File: config.mk
export PLATFORM = sky130hd
export DESIGN_NAME = fifo_word_packer
export DESIGN_NICKNAME = d
export VERILOG_FILES = /design/src/rtl/fifo_word_packer.sv
export SDC_FILE = /design/constraint.sdc
export NUM_CORES = 1
export LEC_CHECK = 0
export ABC_CLOCK_PERIOD_IN_PS = 2400
export BUFFER_PORTS_ARGS = -buffer_cell sky130_fd_sc_hd__buf_2
export CORE_ASPECT_RATIO = 1.75
export CORE_MARGIN = 8
export CORE_UTILIZATION = 50
export DETAILED_ROUTE_END_ITERATION = 10
export PLACE_DENSITY = 0.8
export SKIP_CTS_REPAIR_TIMING = 1
export SLEW_MARGIN = 20
export SYNTH_ARGS = -nofsm -noshare
export SYNTH_HDL_FRONTEND = slang
export SYNTH_SLANG_ARGS = --single-unit
File: constraint.sdc
create_clock -name clk -period 2.4 [get_ports clk]
set_input_delay 0 -clock clk [delete_from_list [all_inputs] [get_ports clk]]
set_output_delay 0 -clock clk [all_outputs]
set_load 0.02 [all_outputs]
File: src/rtl/fifo_word_packer.sv
// Drains an 8-bit FIFO over its rd_en/rd_ack handshake and packs bytes little-endian into wide words.
// Optional partial-word flush after an idle timeout when PACKER_TIMEOUT_FLUSH_EN is defined.
module fifo_word_packer #(
  parameter int unsigned IN_WIDTH       = 8,
  parameter int unsigned BYTES_PER_WORD = 4,
  parameter int unsigned TIMEOUT_CYCLES = 16
) (
  input  logic                               clk,
  input  logic                               rst,
  output logic                               rd_en,
  input  logic [IN_WIDTH-1:0]                data_out,
  input  logic                               rd_ack,
  input  logic                               empty,
  input  logic                               underflow,
  output logic [IN_WIDTH*BYTES_PER_WORD-1:0] out_data,
  output logic [BYTES_PER_WORD-1:0]          out_keep,
  output logic                               out_valid,
  input  logic                               out_ready,
  output logic                               rd_err
);

  localparam int unsigned CNT_W  = 4;
  localparam int unsigned IDLE_W = 8;
  localparam logic [CNT_W-1:0] FULL_CNT = CNT_W'(BYTES_PER_WORD);

  if (BYTES_PER_WORD < 2 || BYTES_PER_WORD > 8 || TIMEOUT_CYCLES < 1 || TIMEOUT_CYCLES > 255) begin : g_bad_param
    $error("fifo_word_packer: parameter out of range");
  end

  typedef enum logic {FILL = 1'b0, HOLD = 1'b1} state_t;

  state_t           state_q, state_d;
  logic [CNT_W-1:0] captured_q;
  logic             outstanding_q;
  logic             rst_d_q;
  logic             capture_c;
  logic             last_capture_c;
  logic             flush_c;
  logic             accept_c;

  assign capture_c      = (state_q == FILL) && rd_ack && outstanding_q;
  assign last_capture_c = capture_c && (captured_q == FULL_CNT - CNT_W'(1));
  assign accept_c       = (state_q == HOLD) && out_ready;

`ifdef PACKER_TIMEOUT_FLUSH_EN
  logic [IDLE_W-1:0] idle_q;
  logic              idle_c;

  assign idle_c  = (state_q == FILL) && (captured_q != '0) && !outstanding_q && empty;
  assign flush_c = idle_c && (idle_q >= IDLE_W'(TIMEOUT_CYCLES - 1));

  // Saturating idle counter; any non-idle cycle (capture, data arriving) restarts it
  always_ff @(posedge clk) begin
    if (rst || !idle_c || flush_c) idle_q <= '0;
    else if (idle_q != '1)         idle_q <= idle_q + IDLE_W'(1);
  end
`else
  assign flush_c = 1'b0;
`endif

  // State register
  always_ff @(posedge clk) begin
    if (rst) state_q <= FILL;
    else     state_q <= state_d;
  end

  // Next-state logic
  always_comb begin
    state_d = state_q;
    case (state_q)
      FILL:    if (last_capture_c || flush_c) state_d = HOLD;
      HOLD:    if (out_ready) state_d = FILL;
      default: state_d = FILL;
    endcase
  end

  // Outputs: rd_en only looks at registered state and empty
  always_comb begin
    rd_en     = 1'b0;
    out_valid = (state_q == HOLD);
    if (!rst && (state_q == FILL) && !empty &&
        ((captured_q + CNT_W'(outstanding_q)) < FULL_CNT))
      rd_en = 1'b1;
  end

  // Lane capture, keep mask and the outstanding-read tracker
  always_ff @(posedge clk) begin
    if (rst) begin
      out_data      <= '0;
      out_keep      <= '0;
      captured_q    <= '0;
      outstanding_q <= 1'b0;
      rst_d_q       <= 1'b1;
    end else begin
      outstanding_q <= rd_en;
      rst_d_q       <= 1'b0;
      if (accept_c) begin
        out_data   <= '0;
        out_keep   <= '0;
        captured_q <= '0;
      end else if (capture_c) begin
        out_data[IN_WIDTH*int'(captured_q) +: IN_WIDTH] <= data_out;
        captured_q <= captured_q + CNT_W'(1);
        if (last_capture_c) out_keep <= {BYTES_PER_WORD{1'b1}};
      end else if (flush_c) begin
        out_keep <= BYTES_PER_WORD'((32'd1 << captured_q) - 32'd1);
      end
    end
  end

  // Sticky protocol error; the first cycle out of reset tolerates a stale ack
  always_ff @(posedge clk) begin
    if (rst) begin
      rd_err <= 1'b0;
    end else if ((outstanding_q && !rd_ack) ||
                 (rd_ack && !outstanding_q && !rst_d_q) ||
                 underflow) begin
      rd_err <= 1'b1;
    end
  end

endmodule

# --- Yosys cells after proc, flatten, opt, wreduce, memory -nomap -nowiden ---
# Index checks and enable logic that the tools add are counted.
word_totals:
  register_bits: 41
  word_cells: 40
  input_bits: 14
  out_inout_bits: 39
op_classes:
  n_lt_le_gt_ge: 1
  reduce_logical: 19
  n_eq_ne: 1
  shifts: 2
  addsub: 3
  muxes: 6
  n_bitwise: 1
ops:
  columns: ["cell", "count"]
  rows:
  - ["negation 7 -> 34 bit", 1]
  - ["variable shift 8 x 34 -> 32 bit, first input constant", 1]
  - ["variable part select 8 x 34 -> 32 bit", 1]
  - ["bitwise mux 32 bit", 1]
  - ["logical AND 1 bit", 10]
  - ["logical NOT 1 bit", 5]
  - ["adder 4 x 1 -> 4 bit", 1]
  - ["adder 4 x 1 -> 4 bit, second input constant", 1]
  - ["== test 4 x 2 -> 1 bit, second input constant", 1]
  - ["less-than comparator 4 x 3 -> 1 bit, second input constant", 1]
  - ["2-to-1 mux 1 bit", 4]
  - ["logical OR 1 bit", 2]
  - ["one-hot mux 1 bit (2 select lines)", 1]
  - ["AND reduction 2 bit", 1]
  - ["OR reduction 2 bit", 1]
  - ["inverter 1 bit", 1]

# --- Depth between registers and ports, before layout ---
# Gate-level depths: netlist of the first run.
depth:
  word_depth: 6
  mapped_depth: 8
  ltp_nobuf: 6

# --- Worst setup path before layout of the first run ---
# Ideal clock, no wire load.
synth_timing:
  kind: "register to register"
  startpoint: "register captured_q[0]"
  endpoint: "register out_data[0]"
  t_required_ns: 2.328
  arrival_ns: 1.995
  setup_ns: 0.072
  n_path_buf: 2
  path_stages_with_launch: 8
  setup_slack_ns: 0.333
  synth_period_minus_slack_ns: 2.067
  path_cell_list: "dfxtp_1 > buf_6 > or3_1 > ha_1 > buf_2 > o21ai_1 > a21oi_4 > mux2i_1"
synth_via:
  elab_chain_len: 3
  word_cells_on_any_way: 4
  classes_between: "add/sub: 1; shift: 2; mux: 1"
synth_lines:
  columns: ["element", "line", "text"]
  rows:
  - ["start, declared", "33", "logic [CNT_W-1:0] captured_q;"]
  - ["start signal, assigned", "103", "captured_q <= captured_q + CNT_W'(1);"]
  - ["negation 7 -> 34 bit (*)", "102", "out_data[IN_WIDTH*int'(captured_q) +: IN_WIDTH] <= data_out;"]
  - ["variable part select 8 x 34 -> 32 bit / variable shift 8 x 34 -> 32 bit (equally long branches)", "102", null]
  - ["bitwise mux 32 bit (*)", "102", null]
  - ["end signal, assigned by index", "102", null]
  - ["end, declared", "15", "output logic [IN_WIDTH*BYTES_PER_WORD-1:0] out_data,"]
# Mark *: on every way between the ends. The rest lies on a longest branch, timed or not.
# A chain may end at the register's enable or synchronous reset.

# --- Final worst setup path of the first run ---
layout_timing:
  startpoint: "register captured_q[2]"
  endpoint: "register out_data[5]"
# The elaborated chain is that of the path after synthesis.

==> run metrics, run 1 <==
Critical Path Start Type flop; hold_sp data_out[1]; Reg-to-Reg End out_data[5]; # diodes 0; Data required, critical path 2.62 ns; flop and latch count out of synthesis 41; I/O Pins 53; fin crit period 2.15 ns; core area 3750 sq um; Syn. warnings 0; largest cells by area after synthesis dfxtp_1, mux2i_1, nand2_1, nand3_1, nor2_1; post-route ant nets 0; fin area 2370 sq um; CTS Root Cell clkbuf_8; Mapped Avg Cell Area 9.19 sq um; actual slew at the worst max-slew pin 0.500 ns; placed instance count 298; synthesized instance count 208; Setup CP Type reg -> reg; Mapped Area 1910 sq um; vias in the first global route 1591; Seq/Total Area, Yosys 0.430; CTS sink cnt 41; clk slew on worst S/H paths 0.08 ns; failing checks negative hold slack; r2r setup slk 0.25 ns; final estimated routing congestion in global placement 0.868; Slew Limit Headroom 0.664; drt pass-1 iters 4; synthesis-to-layout area growth 24.2%; drt wl/cell 14.9 um; FP Rows 30; H-tree depth 2; leakage 1.18 nW; hold endpoint out_data[17]; die area 6130 sq um; Post-synth EDFFs 0; f_max 0.464 GHz; fraction of layout cells with a size suffix above 1 0.279; drc violations 0; Synth area leader dfxtp_1; DR vias 1567; RSZ-0062 raised after global routing false; Hold Crit Class in -> reg; Die X 62.7 um; crit-path max FO 8; syn nets 225; Iteration-0 DRC Markers 20; fin crit share 0.898; final cell count without fillers 313; reg-to-reg startpoint captured_q[2]; Layout Utilization 0.632; initial antenna violation count 0; arrival time at the worst endpoint 2.38 ns; CTS tree yes; Post-synth ARST share 0; clock buffer depth 2; number of library cell types mapped by synthesis 37; Worst Setup End Kind flop; WL final 4660 um; Cell Area, Placed 2190 sq um; worst-skew pair later-pin latency 0.29 ns; Peak supply drop 0.468 mV; Post-synth top cells nand2_1, dfxtp_1, mux2i_1; total CTS buffers 5; post-DP HPWL 3490 um; area share of the leading cell type in the synthesized netlist 0.430; Power Density 586 nW/um^2; post-DR vias/cell 5.01; setup_tns 0 ns; Tot GR Track Use 0.155; Initial Util 0.509; Min Hold Slack -0.00894 ns; Synth Flop Type dfxtp_1; most instantiated library cell after synthesis nand2_1; hold depth 3; largest net degree at the start of global routing 33; Hold Vio Cnt, Final 4; status finished, violations left; Die Ht 97.8 um; Slew Limit Fails 0; Final Setup Violations 0; # nets final 281; FF-to-FF path depth 6; grt ovf 0; Final Skew 0.00605 ns; max_cap viols 0; PortBufs 52; first-pass GRT wire length 7610 um
[kinds of logic after synthesis]
kind of cell / count (synthesis) / share of synthesized area
buf+inv: 16 / 0.0491
mux: 33 / 0.173
flops: 41 / 0.430
compound gates: 11 / 0.0491
xor+xnor: 4 / 0.0223
fa+ha+maj: 3 / 0.0196
simple gates: 100 / 0.257
[report_power, final]
group | internal, mW | switching [mW]
combinational | 0.0502 | 0.0787
clock | 0.339 | 0.230
sequential | 0.688 | 0.00479
[layout by cell type, fill, tap and decap left out, types with 3 or more instances in the layout]
master,n
mux2i_1,33
nor2_1,11
nand2_1,63
nand3_1,9
buf_2,52
dfxtp_1,41
ha_1,3
clkbuf_8,6
buf_4,4
dlygate4sd3_1,7
[registers in the layout, indices dropped and copies added (netlist names)]
signal and count:
rst_d_q 1, out_valid 1, outstanding_q 1, captured_q 4
out_keep 1, out_data 32, rd_err 1
[worst max-delay path: stages (launching register included)]
cell and delay [ns]:
dfxtp_1 0.40, or3_1 0.35, ha_1 0.39, nor4b_2 0.24
nand2_1 0.13, a21oi_4 0.35, mux2i_1 0.23
[cell type report]
class / instances / area [sq um]
fill: 358 / 1380
multi-input combinational: 151 / 1010
sequential: 41 / 821
timing repair buffer: 63 / 360
clock buffer: 7 / 86.3
tap: 48 / 60.1
clock inverter: 1 / 30.0
inverter: 2 / 7.51
[routing by layer]
metal | up-vias | share of wire | track usage
li1 | 801 | - | -
met1 | 717 | 0.38 | 0.151
met2 | 38 | 0.55 | 0.277
met3 | 11 | 0.043 | 0.0470
met4 | 0 | 0.029 | 0.0919
met5 | - | 0 | 0
[how the worst max path moves through the flow]
| stage | from | endpoint | depth (start not counted) |
|---|---|---|---|
| 2_1_floorplan | captured_q[0] | out_data[0] | 7 |
| 3_5_place_dp | captured_q[2] | out_data[5] | 6 |
| 4_1_cts | captured_q[2] | out_data[5] | 6 |
| 6_report | captured_q[2] | out_data[5] | 6 |
| 3_3_place_gp | captured_q[2] | out_data[2] | 6 |
| 5_1_grt | captured_q[2] | out_data[18] | 6 |
[per-stage QoR]
| step | power, mW | worst slack (ns) |
|---|---|---|
| floorplan | 0.787 | 0.333 |
| global placement | 0.827 | 0.299 |
| detailed placement | 0.829 | 0.263 |
| CTS | 1.40 | 0.243 |
| global route | 1.44 | 0.101 |
| finish | 1.39 | 0.245 |
Note: power is estimated with default switching activity, not from simulation.
==> run 2: changes to the inputs <==
Settings changed: REMOVE_ABC_BUFFERS from default to 1, TNS_END_PERCENT from default to 5.
==> run 2 against run 1 <==
  * The flow still finishes with violations (negative hold slack)
  * Via count rose by 0.89%
  * Clock skew fell by 0.0023 ns
  * Utilization fell by 0.27 points
  * Global-route usage fell by 0.86 points
  * Sequential cell count did not move
  * Final cell count fell by 0.32%
  * Final area fell by 0.42%
  * Largest cell class unchanged
  * Clock power fell by 5.8%
  * Sequential power barely moved
==> run metrics, run 2 (synthesis results as in run 1) <==
status finished, violations left; failing checks negative hold slack; post-route ant nets 0; FF-to-FF path depth 6; leading registers by flop count out_data: 32 flops, captured_q: 4 flops; DR vias 1581; largest net degree at the start of global routing 49; max_cap viols 0; CTS tree yes; Slew Limit Fails 0; die area 6130 sq um; # diodes 0; Final Skew 0.00377 ns; fin crit period 2.23 ns; clock buffer depth 2; worst-skew pair later-pin latency 0.30 ns; first-pass GRT wire length 7370 um; post-DR vias/cell 5.07; Setup CP Type reg -> reg; CP delay by family, top simple AND/OR/NAND/NOR gates; # nets final 281; Hold Vio Cnt, Final 3; vias in the first global route 1642; post-DP HPWL 3270 um; I/O Pins 53; initial antenna violation count 0; drt pass-1 iters 3; FP Rows 30; PortBufs 52; GRT met2 Usage 0.268; total CTS buffers 5; RSZ-0062 raised after global routing false; grt ovf 0; Worst path slowest cell dfxtp_1; Critical Path Start Type flop; Tot GR Track Use 0.146; Power Density 575 nW/um^2; Final Setup Violations 0; busiest grt layer met2; CP peak stage delay 0.41 ns; H-tree depth 2; Peak supply drop 0.426 mV; Worst Setup End Kind flop; CP Capture Point out_data[3]; Layout Utilization 0.629; r2r setup slk 0.17 ns; crit-path max FO 8; Slew Limit Headroom 0.644; met1 Use GR 0.136; Data required, critical path 2.62 ns; core area 3750 sq um; clk slew on worst S/H paths 0.08 ns; CP Cell Sequence or3_1 > ha_1 > nor4b_2 > nand2_1 > a21oi_4 > mux2i_1; arrival time at the worst endpoint 2.45 ns; CP startpoint captured_q[2]; Levels on crit path 6; reg-to-reg startpoint captured_q[2]; drc violations 0; WL final 4420 um; met3 GRT Util 0.0550; synthesis-to-layout area growth 23.6%; max reg flops 32; WP buf/inv 0; Reg-to-Reg End out_data[3]; fin crit share 0.930; Die X 62.7 um; fraction of layout cells with a size suffix above 1 0.277; CTS sink cnt 41; actual slew at the worst max-slew pin 0.533 ns; Hold Crit Class in -> reg; CTS Root Cell clkbuf_8; Initial Util 0.509; most common cell after layout, fill and taps aside nand2_1; Top reg by flops out_data; leakage 1.17 nW; drt wl/cell 14.2 um; final estimated routing congestion in global placement 0.865; Min Hold Slack -0.00278 ns; Design Power 1.36 mW; most frequent cells in the layout nand2_1, buf_2, dfxtp_1, mux2i_1, nor2_1; Die Ht 97.8 um; Iteration-0 DRC Markers 30; hold depth 3; f_max 0.448 GHz
run 2: changes by cell type in the layout (fill, tap and decap cells not counted):
cell           before  now
buf_4               4    3
clkbuf_1            1    0
clkbuf_8            6    5
clkinv_2            0    1
dlygate4sd3_1       7    8
run 2: how the worst min path moves through the flow:
stage | startpoint | endpoint | slack (ns)
2_1_floorplan | rst | rst_d_q | 0.03
3_3_place_gp | empty | outstanding_q | 0.18
3_5_place_dp | empty | outstanding_q | 0.19
4_1_cts | empty | outstanding_q | -0.12
5_1_grt | data_out[1] | out_data[17] | 0.00005
6_report | data_out[0] | out_data[8] | -0.003
run 2: through the flow:
stage          hold WS (ns)  TNS, ns  instance area, sq um  setup WS, ns  cells
6_report           -0.00278        0                  2360         0.168    312
5_1_grt           0.0000525        0                  2360       0.00724    312
4_1_cts              -0.125        0                  2280         0.177    304
3_3_place_gp          0.177        0                  2180         0.271    297
3_5_place_dp          0.188        0                  2180         0.218    297
2_1_floorplan        0.0277    -6.78                  1820        -0.483    194
run 2: layout make-up:
cell class / instances / area (sq um)
clock buffers: 5 / 68.8
clock inverters: 2 / 35.0
fillers: 353 / 1390
inverters: 2 / 7.51
multi-input cells: 151 / 1010
flip-flops and latches: 41 / 821
well taps: 48 / 60.1
repair buffers: 63 / 363
run 2: power breakdown:
part,leakage (nW),internal [mW],switching [mW],total [mW]
Clock,0.0540,0.302,0.234,0.536
Combinational,0.788,0.0509,0.0779,0.129
Sequential,0.332,0.688,0.00487,0.693
run 2: layer usage:
metal  share of wire  routed length [um]
met2            0.55                2410
met4           0.026                 114
met5               0                   0
met1            0.37                1620
met3           0.061                 270
run 2: worst min-delay path, cell delays in order:
cell     delay [ns]
buf_2          0.14
nand2_1        0.06
mux2i_1        0.05
